===== src/rtl/qd2_addr_pkg.sv =====
// Shared constants, FSM state type and synchronizer reset levels for the
// SRAM address generator.
package qd2_addr_pkg;

   localparam int unsigned ADDR_W = 24;
   localparam int unsigned CNT_W  = 5;

   localparam logic [CNT_W-1:0] CNT_FULL = CNT_W'(ADDR_W);

   typedef enum logic [1:0] {
      ST_IDLE  = 2'd0,
      ST_SHIFT = 2'd1,
      ST_READY = 2'd2
   } state_e;

   // Inactive levels loaded into the synchronizers on reset
   localparam logic SYNC_RST_COUNTER_N = 1'b1;
   localparam logic SYNC_RST_SREG_EN_N = 1'b1;
   localparam logic SYNC_RST_SI        = 1'b0;
   localparam logic SYNC_RST_SNES_MODE = 1'b0;

endpackage


===== src/rtl/sram_addr_gen_if.sv =====
// AVR/SNES-facing signal bundle of sram_addr_gen.
// Optional SREG_READBACK_EN adds the serial readback line avr_so.
interface sram_addr_gen_if;
   import qd2_addr_pkg::*;

   logic              avr_si;
   logic              avr_sreg_en_n;
   logic              avr_counter_n;
   logic              avr_snes_mode;
   logic [ADDR_W-1:0] snes_addr;
   logic [ADDR_W-1:0] sram_addr;
   logic              addr_valid;
   logic              addr_wrap;
`ifdef SREG_READBACK_EN
   logic              avr_so;
`endif

   modport master (
      output avr_si, avr_sreg_en_n, avr_counter_n, avr_snes_mode, snes_addr,
`ifdef SREG_READBACK_EN
      input  avr_so,
`endif
      input  sram_addr, addr_valid, addr_wrap
   );

   modport slave (
      input  avr_si, avr_sreg_en_n, avr_counter_n, avr_snes_mode, snes_addr,
`ifdef SREG_READBACK_EN
      output avr_so,
`endif
      output sram_addr, addr_valid, addr_wrap
   );

endinterface


===== src/rtl/sram_addr_gen_sync_edge.sv =====
// 2-flop synchronizer with a one-cycle pulse on a synchronized 1->0 transition.
module sync_edge #(
   parameter logic RST_VAL = 1'b0
) (
   input  logic clk_i,
   input  logic rst_i,
   input  logic d_i,
   output logic q_o,
   output logic fall_o
);

   logic [1:0] sync_q;
   logic       prev_q;

   always_ff @(posedge clk_i) begin
      if (rst_i) begin
         sync_q <= {2{RST_VAL}};
         prev_q <= RST_VAL;
      end else begin
         sync_q <= {sync_q[0], d_i};
         prev_q <= sync_q[1];
      end
   end

   assign q_o    = sync_q[1];
   assign fall_o = prev_q & ~sync_q[1];

endmodule


===== src/rtl/sram_addr_gen.sv =====
// SRAM address generator: serial address load from the AVR, step-increment,
// SNES bus pass-through. Define SREG_READBACK_EN to add serial readback avr_so.
module sram_addr_gen
   import qd2_addr_pkg::*;
(
   input  logic           avr_clk,
   input  logic           avr_reset,
   sram_addr_gen_if.slave bus
);

   logic si_s, sreg_en_n_s, counter_n_s, snes_s, step;
   logic [2:0] unused_fall;

   sync_edge #(.RST_VAL(SYNC_RST_COUNTER_N)) u_sync_cnt (
      .clk_i(avr_clk), .rst_i(avr_reset), .d_i(bus.avr_counter_n),
      .q_o(counter_n_s), .fall_o(step)
   );
   sync_edge #(.RST_VAL(SYNC_RST_SREG_EN_N)) u_sync_sreg (
      .clk_i(avr_clk), .rst_i(avr_reset), .d_i(bus.avr_sreg_en_n),
      .q_o(sreg_en_n_s), .fall_o(unused_fall[0])
   );
   sync_edge #(.RST_VAL(SYNC_RST_SI)) u_sync_si (
      .clk_i(avr_clk), .rst_i(avr_reset), .d_i(bus.avr_si),
      .q_o(si_s), .fall_o(unused_fall[1])
   );
   sync_edge #(.RST_VAL(SYNC_RST_SNES_MODE)) u_sync_snes (
      .clk_i(avr_clk), .rst_i(avr_reset), .d_i(bus.avr_snes_mode),
      .q_o(snes_s), .fall_o(unused_fall[2])
   );

   state_e            state_q, state_d;
   logic [ADDR_W-1:0] addr_q, addr_d;
   logic [CNT_W-1:0]  cnt_q, cnt_d;
   logic              wrap_q, wrap_d;
   logic [ADDR_W-1:0] shift_addr;

   assign shift_addr = {addr_q[ADDR_W-2:0], si_s};

   always_comb begin
      state_d = state_q;
      addr_d  = addr_q;
      cnt_d   = cnt_q;
      wrap_d  = 1'b0;
      if (!snes_s) begin
         if (!sreg_en_n_s && state_q != ST_SHIFT) begin
            // A step coinciding with shift entry is the first shifted bit
            state_d = ST_SHIFT;
            cnt_d   = '0;
            if (step) begin
               addr_d = shift_addr;
               cnt_d  = CNT_W'(1);
            end
         end else begin
            case (state_q)
               ST_SHIFT: begin
                  if (sreg_en_n_s) begin
                     state_d = (cnt_q == CNT_FULL) ? ST_READY : ST_IDLE;
                  end else if (step) begin
                     addr_d = shift_addr;
                     if (cnt_q != CNT_FULL) cnt_d = cnt_q + CNT_W'(1);
                  end
               end
               ST_READY: begin
                  if (step) begin
                     addr_d = addr_q + ADDR_W'(1);
                     wrap_d = (addr_q == '1);
                  end
               end
               default: ;
            endcase
         end
      end
   end

   always_ff @(posedge avr_clk) begin
      if (avr_reset) begin
         state_q <= ST_IDLE;
         addr_q  <= '0;
         cnt_q   <= '0;
         wrap_q  <= 1'b0;
      end else begin
         state_q <= state_d;
         addr_q  <= addr_d;
         cnt_q   <= cnt_d;
         wrap_q  <= wrap_d;
      end
   end

   assign bus.sram_addr  = snes_s ? bus.snes_addr : addr_q;
   assign bus.addr_valid = (state_q == ST_READY) && !snes_s;
   assign bus.addr_wrap  = wrap_q;

`ifdef SREG_READBACK_EN
   assign bus.avr_so = addr_q[ADDR_W-1];
`endif

endmodule

===== src/flat_wrapper.sv =====
// flat-port wrapper written by rule: the top's interface ports become plain ports
module sram_addr_gen_flat import qd2_addr_pkg::*;
  (avr_clk, avr_reset, bus_avr_si, bus_avr_sreg_en_n, bus_avr_counter_n, bus_avr_snes_mode, bus_snes_addr, bus_sram_addr, bus_addr_valid, bus_addr_wrap);
  sram_addr_gen_if bus_i ();
  input  logic avr_clk;
  input  logic avr_reset;
  input wire logic [$bits(bus_i.avr_si)-1:0] bus_avr_si;
  input wire logic [$bits(bus_i.avr_sreg_en_n)-1:0] bus_avr_sreg_en_n;
  input wire logic [$bits(bus_i.avr_counter_n)-1:0] bus_avr_counter_n;
  input wire logic [$bits(bus_i.avr_snes_mode)-1:0] bus_avr_snes_mode;
  input wire logic [$bits(bus_i.snes_addr)-1:0] bus_snes_addr;
  output wire logic [$bits(bus_i.sram_addr)-1:0] bus_sram_addr;
  output wire logic [$bits(bus_i.addr_valid)-1:0] bus_addr_valid;
  output wire logic [$bits(bus_i.addr_wrap)-1:0] bus_addr_wrap;
  assign bus_i.avr_si = bus_avr_si;
  assign bus_i.avr_sreg_en_n = bus_avr_sreg_en_n;
  assign bus_i.avr_counter_n = bus_avr_counter_n;
  assign bus_i.avr_snes_mode = bus_avr_snes_mode;
  assign bus_i.snes_addr = bus_snes_addr;
  assign bus_sram_addr = bus_i.sram_addr;
  assign bus_addr_valid = bus_i.addr_valid;
  assign bus_addr_wrap = bus_i.addr_wrap;
  sram_addr_gen u_core (.avr_clk(avr_clk), .avr_reset(avr_reset), .bus(bus_i));
endmodule

===== config.mk =====
export PLATFORM = sky130hd
export DESIGN_NAME = sram_addr_gen_flat
export DESIGN_NICKNAME = d
export VERILOG_FILES = /design/src/rtl/qd2_addr_pkg.sv /design/src/rtl/sram_addr_gen_if.sv /design/src/rtl/sram_addr_gen_sync_edge.sv /design/src/rtl/sram_addr_gen.sv /design/src/flat_wrapper.sv
export SDC_FILE = /design/constraint.sdc
export NUM_CORES = 1
export LEC_CHECK = 0
export CORE_MARGIN = 5
export CORE_UTILIZATION = 55
export DETAILED_ROUTE_END_ITERATION = 10
export GPL_ROUTABILITY_DRIVEN = 0
export PLACE_DENSITY = 0.95
export REMOVE_ABC_BUFFERS = 1
export SLEW_MARGIN = 40
export SYNTH_ARGS = -nofsm -noshare
export SYNTH_HDL_FRONTEND = slang
export SYNTH_SLANG_ARGS = --single-unit

===== constraint.sdc =====
create_clock -name avr_clk -period 6.39 [get_ports avr_clk]
set_clock_uncertainty 0.1 [all_clocks]
set_input_delay 0.639 -clock avr_clk [delete_from_list [all_inputs] [get_ports avr_clk]]
set_output_delay 0.639 -clock avr_clk [all_outputs]
set_load 0.01 [all_outputs]

---- Word-level counts from Yosys, hierarchy flattened ----
Index checks and enable logic that the tools add are counted.
storage, ports and cells
  bits in registers ....................... 41
  input port bits ......................... 30
  output and inout bits ................... 26
  logic and storage cells ................. 54
operators by class
  $add $sub $neg .......................... 2
  equality and inequality tests ........... 9
  mux-type cells .......................... 16
  bitwise logic cells ..................... 5
  reduce and logical (&&, ||, !) cells .... 13
operators by type and width
  operator                                             count
  two-way mux 24 bit                                   5
  case mux 24 bit (2 select lines)                     1
  two-way mux 5 bit                                    5
  adder 24 x 1 -> 24 bit, second input constant        1
  equality test 24 bit, second input constant          1
  two-way mux 2 bit                                    4
  nonzero test 2 bit                                   4
  adder 5 x 1 -> 5 bit, second input constant          1
  equality test 5 bit, second input constant           1
  != test 5 bit, second input constant                 1
  AND reduction 5 bit                                  1
  OR reduction 5 bit                                   1
  != test 2 x 1 -> 1 bit, second input constant        2
  inverter 1 bit                                       4
  AND reduction 4 bit                                  1
  != test 3 x 1 -> 1 bit, second input constant        1
  != test 3 x 2 -> 1 bit, second input constant        1
  AND reduction 3 bit                                  1
  nonzero test 3 bit                                   1
  equality test 2 x 1 -> 1 bit, second input constant  1
  equality test 2 bit, second input constant           1
  logical AND 1 bit                                    2
  zero test 1 bit                                      2
  bitwise AND 1 bit                                    1
  two-way mux 1 bit                                    1

---- Depth between registers and ports, before layout ----
  depth after elaboration ................. 6
  depth in mapped cells ................... 10
  depth with buffers taken out ............ 7

---- By module ----
From an unflattened synthesis, not the netlist that was laid out.
unflattened totals
  cell total of the unflattened synthesis .. 326
  area, all modules ....................... 2686.3 µm²
by module, submodules not included
  module                              instances  cells each  area each (µm²)
  sram_addr_gen                       1          298         2341.0
  sync_edge at u_core.u_sync_si ...   2          7           87.6
  sync_edge at u_core.u_sync_cnt ...  2          7           85.1

---- Least setup slack after synthesis ----
No wires, ideal clock.
  path type ............................... reg2out
  start point ............................. register u_core.u_sync_snes.sync_q[1]
  end point ............................... output bus_sram_addr[0]
  data arrival time ....................... 1.344 ns
  data required time ...................... 5.651 ns
  setup slack ............................. 4.307 ns
  stages on the path, launching flop included .. 4
  buffers on the path ..................... 2
  path through ............................ dfxtp_1 > clkbuf_1 > clkbuf_1 > mux2_2
on the way
  cells in the longest elaborated chain, start to end .. 1
ends and longest elaborated chain
  what                    RTL line                       RTL
  start, declared         sram_addr_gen_sync_edge.sv:12  logic [1:0] sync_q;
  start signal, assigned  sram_addr_gen_sync_edge.sv:17  sync_q <= {2{RST_VAL}};
  start signal, assigned  sram_addr_gen_sync_edge.sv:20  sync_q <= {sync_q[0], d_i};
  two-way mux 24 bit      sram_addr_gen.sv:89            assign bus.sram_addr = snes_s ? bus.snes_addr : addr_q;
  end, declared           flat_wrapper.sv:12             output wire logic [$bits(bus_i.sram_addr)-1:0] bus_sram_addr;
Every way passes these cells.

---- Worst setup path in the final report ----
  start point ............................. register u_core.u_sync_snes.sync_q[1]
  end point ............................... output bus_sram_addr[13]
Same word-level chain as after synthesis.

==> flow_metrics.tcl <==
set metrics [dict create \
    ios 56 \
    cts_setup_buffers 0 \
    drc_errors 0 \
    grt_max_degree 35 \
    gr-total-overflow 0 \
    finalMaxSlewViolations 0 \
    ys.flop_type "dfxtp_1" \
    core-area_mm2 0.00441 \
    post-route-worst-setup-slack_ns 3.64 \
    synthCells 318 \
    syn_area_mm2 0.00254 \
    maxCapViolations 0 \
    setup_viol 0 \
    met3WireLength_um 690 \
    cts_tree "built" \
    critPathLaunchType "flip-flop" \
    powerDensity_mw_per_mm2 166 \
    place_ws_ns 3.82 \
    tns_ns 0 \
    grtUsageTotal 0.218 \
    wl_mm 6.50 \
    io_buffers 55 \
    cts_resized 0 \
    regArea_um2 821 \
    syn_to_final_growth_pct 25.8 \
    worst_pin_slew_ns 0.616 \
    fin_crit_sh 0.431 \
    ys_ff_latch 41 \
    period_minus_slack_ns 2.75 \
    die_area_mm2 0.00608 \
    dr_wl_met2_mm 3.03 \
    drt_first_pass_iters 6 \
    antenna_found_initial 0 \
    postLayoutCoreUtil 0.724 \
    cp_max_fo 34 \
    holdWs_ns 0.311 \
    cts_root_buffer "clkbuf_8" \
    postSynthAreaPerCell_um2 7.99 \
    wl_per_cell_um 15.7 \
    grt_pass1_vias 2360 \
    dp_hpwl_mm 4.47 \
    crit_type "reg -> out" \
    synth_area_leader_cell "dfxtp_1" \
    nets 395 \
    timing.fmax_mhz 363 \
    hold_path_class "reg -> reg" \
    ant_nets 0 \
    cts_sinks 41 \
    drt-met1-wl_mm 2.64 \
    viasPerCell 6.31 \
    synth_area_leaders "dfxtp_1 (32%), mux2_2 (8.9%), nand2_1 (4.6%)" \
    leakagePower_nw 1.06 \
    yosys_warnings 0 \
    rows 24 \
    cp_data_arrival_time_ns 2.01 \
    synthDominantCellAreaShare 0.323 \
    cts-hold-fix-buffers 0 \
    worstPathRequired_ns 5.65 \
    total_power_w 0.000532 \
    start_util 0.576 \
    synthArstFlopShare 0 \
    drive_gt1_frac 0.122 \
    h-tree-depth 2 \
    die_h_um 78.0 \
    grt_setup_unrepaired "no" \
    clock_latency_ns 0.30 \
    diodes 0 \
    status "finished clean" \
    drt_iter0_markers 363 \
    die-width_um 78.0 \
    numCtsBuffers 5 \
    nFillCells 337 \
    maxUsedRoutingLayer "met4" \
    synth_edf_count 0 \
    cts_buffer_depth 2 \
    peakVddDrop_mv 0.127 \
    slew_headroom 0.586 \
    path_clk_slew_ns 0.07 \
    grt_pass1_wl_mm 11.1 \
    ys_seq_area_frac 0.323 \
    hold_violations 0 \
    num_vias 2605 \
    multi_input_area_mm2 0.00159 \
    crit_path_end_kind "output pin" \
    synth_cell_types 54 \
]
## final timing paths
check	startpoint	to	cells after the start	slack [ns]
max	u_core.u_sync_snes.sync_q[1]	bus_sram_addr[13]	3	3.64
min	u_core.u_sync_cnt.sync_q[0]	u_core.u_sync_cnt.sync_q[1]	1	0.31
max reg2reg	u_core.u_sync_snes.sync_q[1]	u_core.addr_q[16]	5	4.12
min reg2reg	u_core.u_sync_cnt.sync_q[0]	u_core.u_sync_cnt.sync_q[1]	1	0.31
## layout by cell type (no fill, tap or decap), drive strengths merged, types with 5 or more instances in the layout
master | synthesis | layout
a211oi | 9 | 9
a21oi | 23 | 23
a31oi | 6 | 6
clkbuf | 17 | 7
clkdlybuf4s50 | 0 | 55
dfxtp | 41 | 41
ha | 5 | 5
inv | 9 | 9
mux2 | 20 | 20
nand2 | 31 | 31
nand3 | 9 | 9
nand4 | 10 | 10
nor2 | 24 | 24
nor2b | 7 | 7
nor3 | 9 | 9
o21ai | 28 | 28
or2 | 11 | 11
## final cells by class
class / count / share of cell area
Clock buffer: 7 / 0.0301
Clock inverter: 1 / 0.00157
Inverter: 9 / 0.0106
Multi-Input combinational cell: 244 / 0.499
Sequential cell: 41 / 0.257
Tap cell: 52 / 0.0204
Timing Repair Buffer: 59 / 0.182
## report_power, final
| part | leakage, nW | switching, W | internal (W) |
|---|---|---|---|
| Sequential | 0.333 | 0.00000615 | 0.000261 |
| Clock | 0.0542 | 0.0000919 | 0.0000977 |
| Combinational | 0.672 | 0.0000321 | 0.0000426 |
## stage by stage
step	area [µm²]	std cells
finish	3200	413
global route	3200	413
CTS	3190	413
detailed placement	3090	405
global placement	3090	405
floorplan	2440	294
## cells by family (layout without fill, tap and decap cells)
logic type	Yosys count	count (layout)	synth area share
xor gates and xnor gates	4	4	0.0138
AOI/OAI and AO/OA	93	93	0.233
and+or+nand+nor	119	119	0.253
muxes	22	22	0.0965
adders and majority gates	6	6	0.0290
DFF	41	41	0.323
buffers and inverters	33	76	0.0522
## synthesized netlist by cell type (all sizes together), types with 9 or more instances
cell type	instances
a211oi	9
a21oi	23
clkbuf	17
dfxtp	41
inv	9
mux2	20
nand2	31
nand3	9
nand4	10
nor2	24
nor3	9
o21ai	28
or2	11
## flip-flops by register name, summed over array words and instances, names as in the netlist
name and count:
u_core.u_sync_si.sync_q 2, u_core.u_sync_cnt.prev_q 1, u_core.u_sync_sreg.sync_q 2, u_core.addr_q 24, u_core.u_sync_cnt.sync_q 2, u_core.cnt_q 5
u_core.bus.addr_wrap 1, u_core.state_q 2, u_core.u_sync_snes.sync_q 2
## worst max-delay path, cell delays in order (launching register included)
cell and delay [ns]:
dfxtp_1 0.44, buf_4 0.39, mux2_2 0.39, clkdlybuf4s50_1 0.49
## per-layer routing
metal  GRT usage  up-vias
met5           0        -
met4      0.0777        0
met3      0.0556       18
met2       0.345      172
met1       0.286     1158
li1            -     1257
Power figures use the tool's default switching activity.
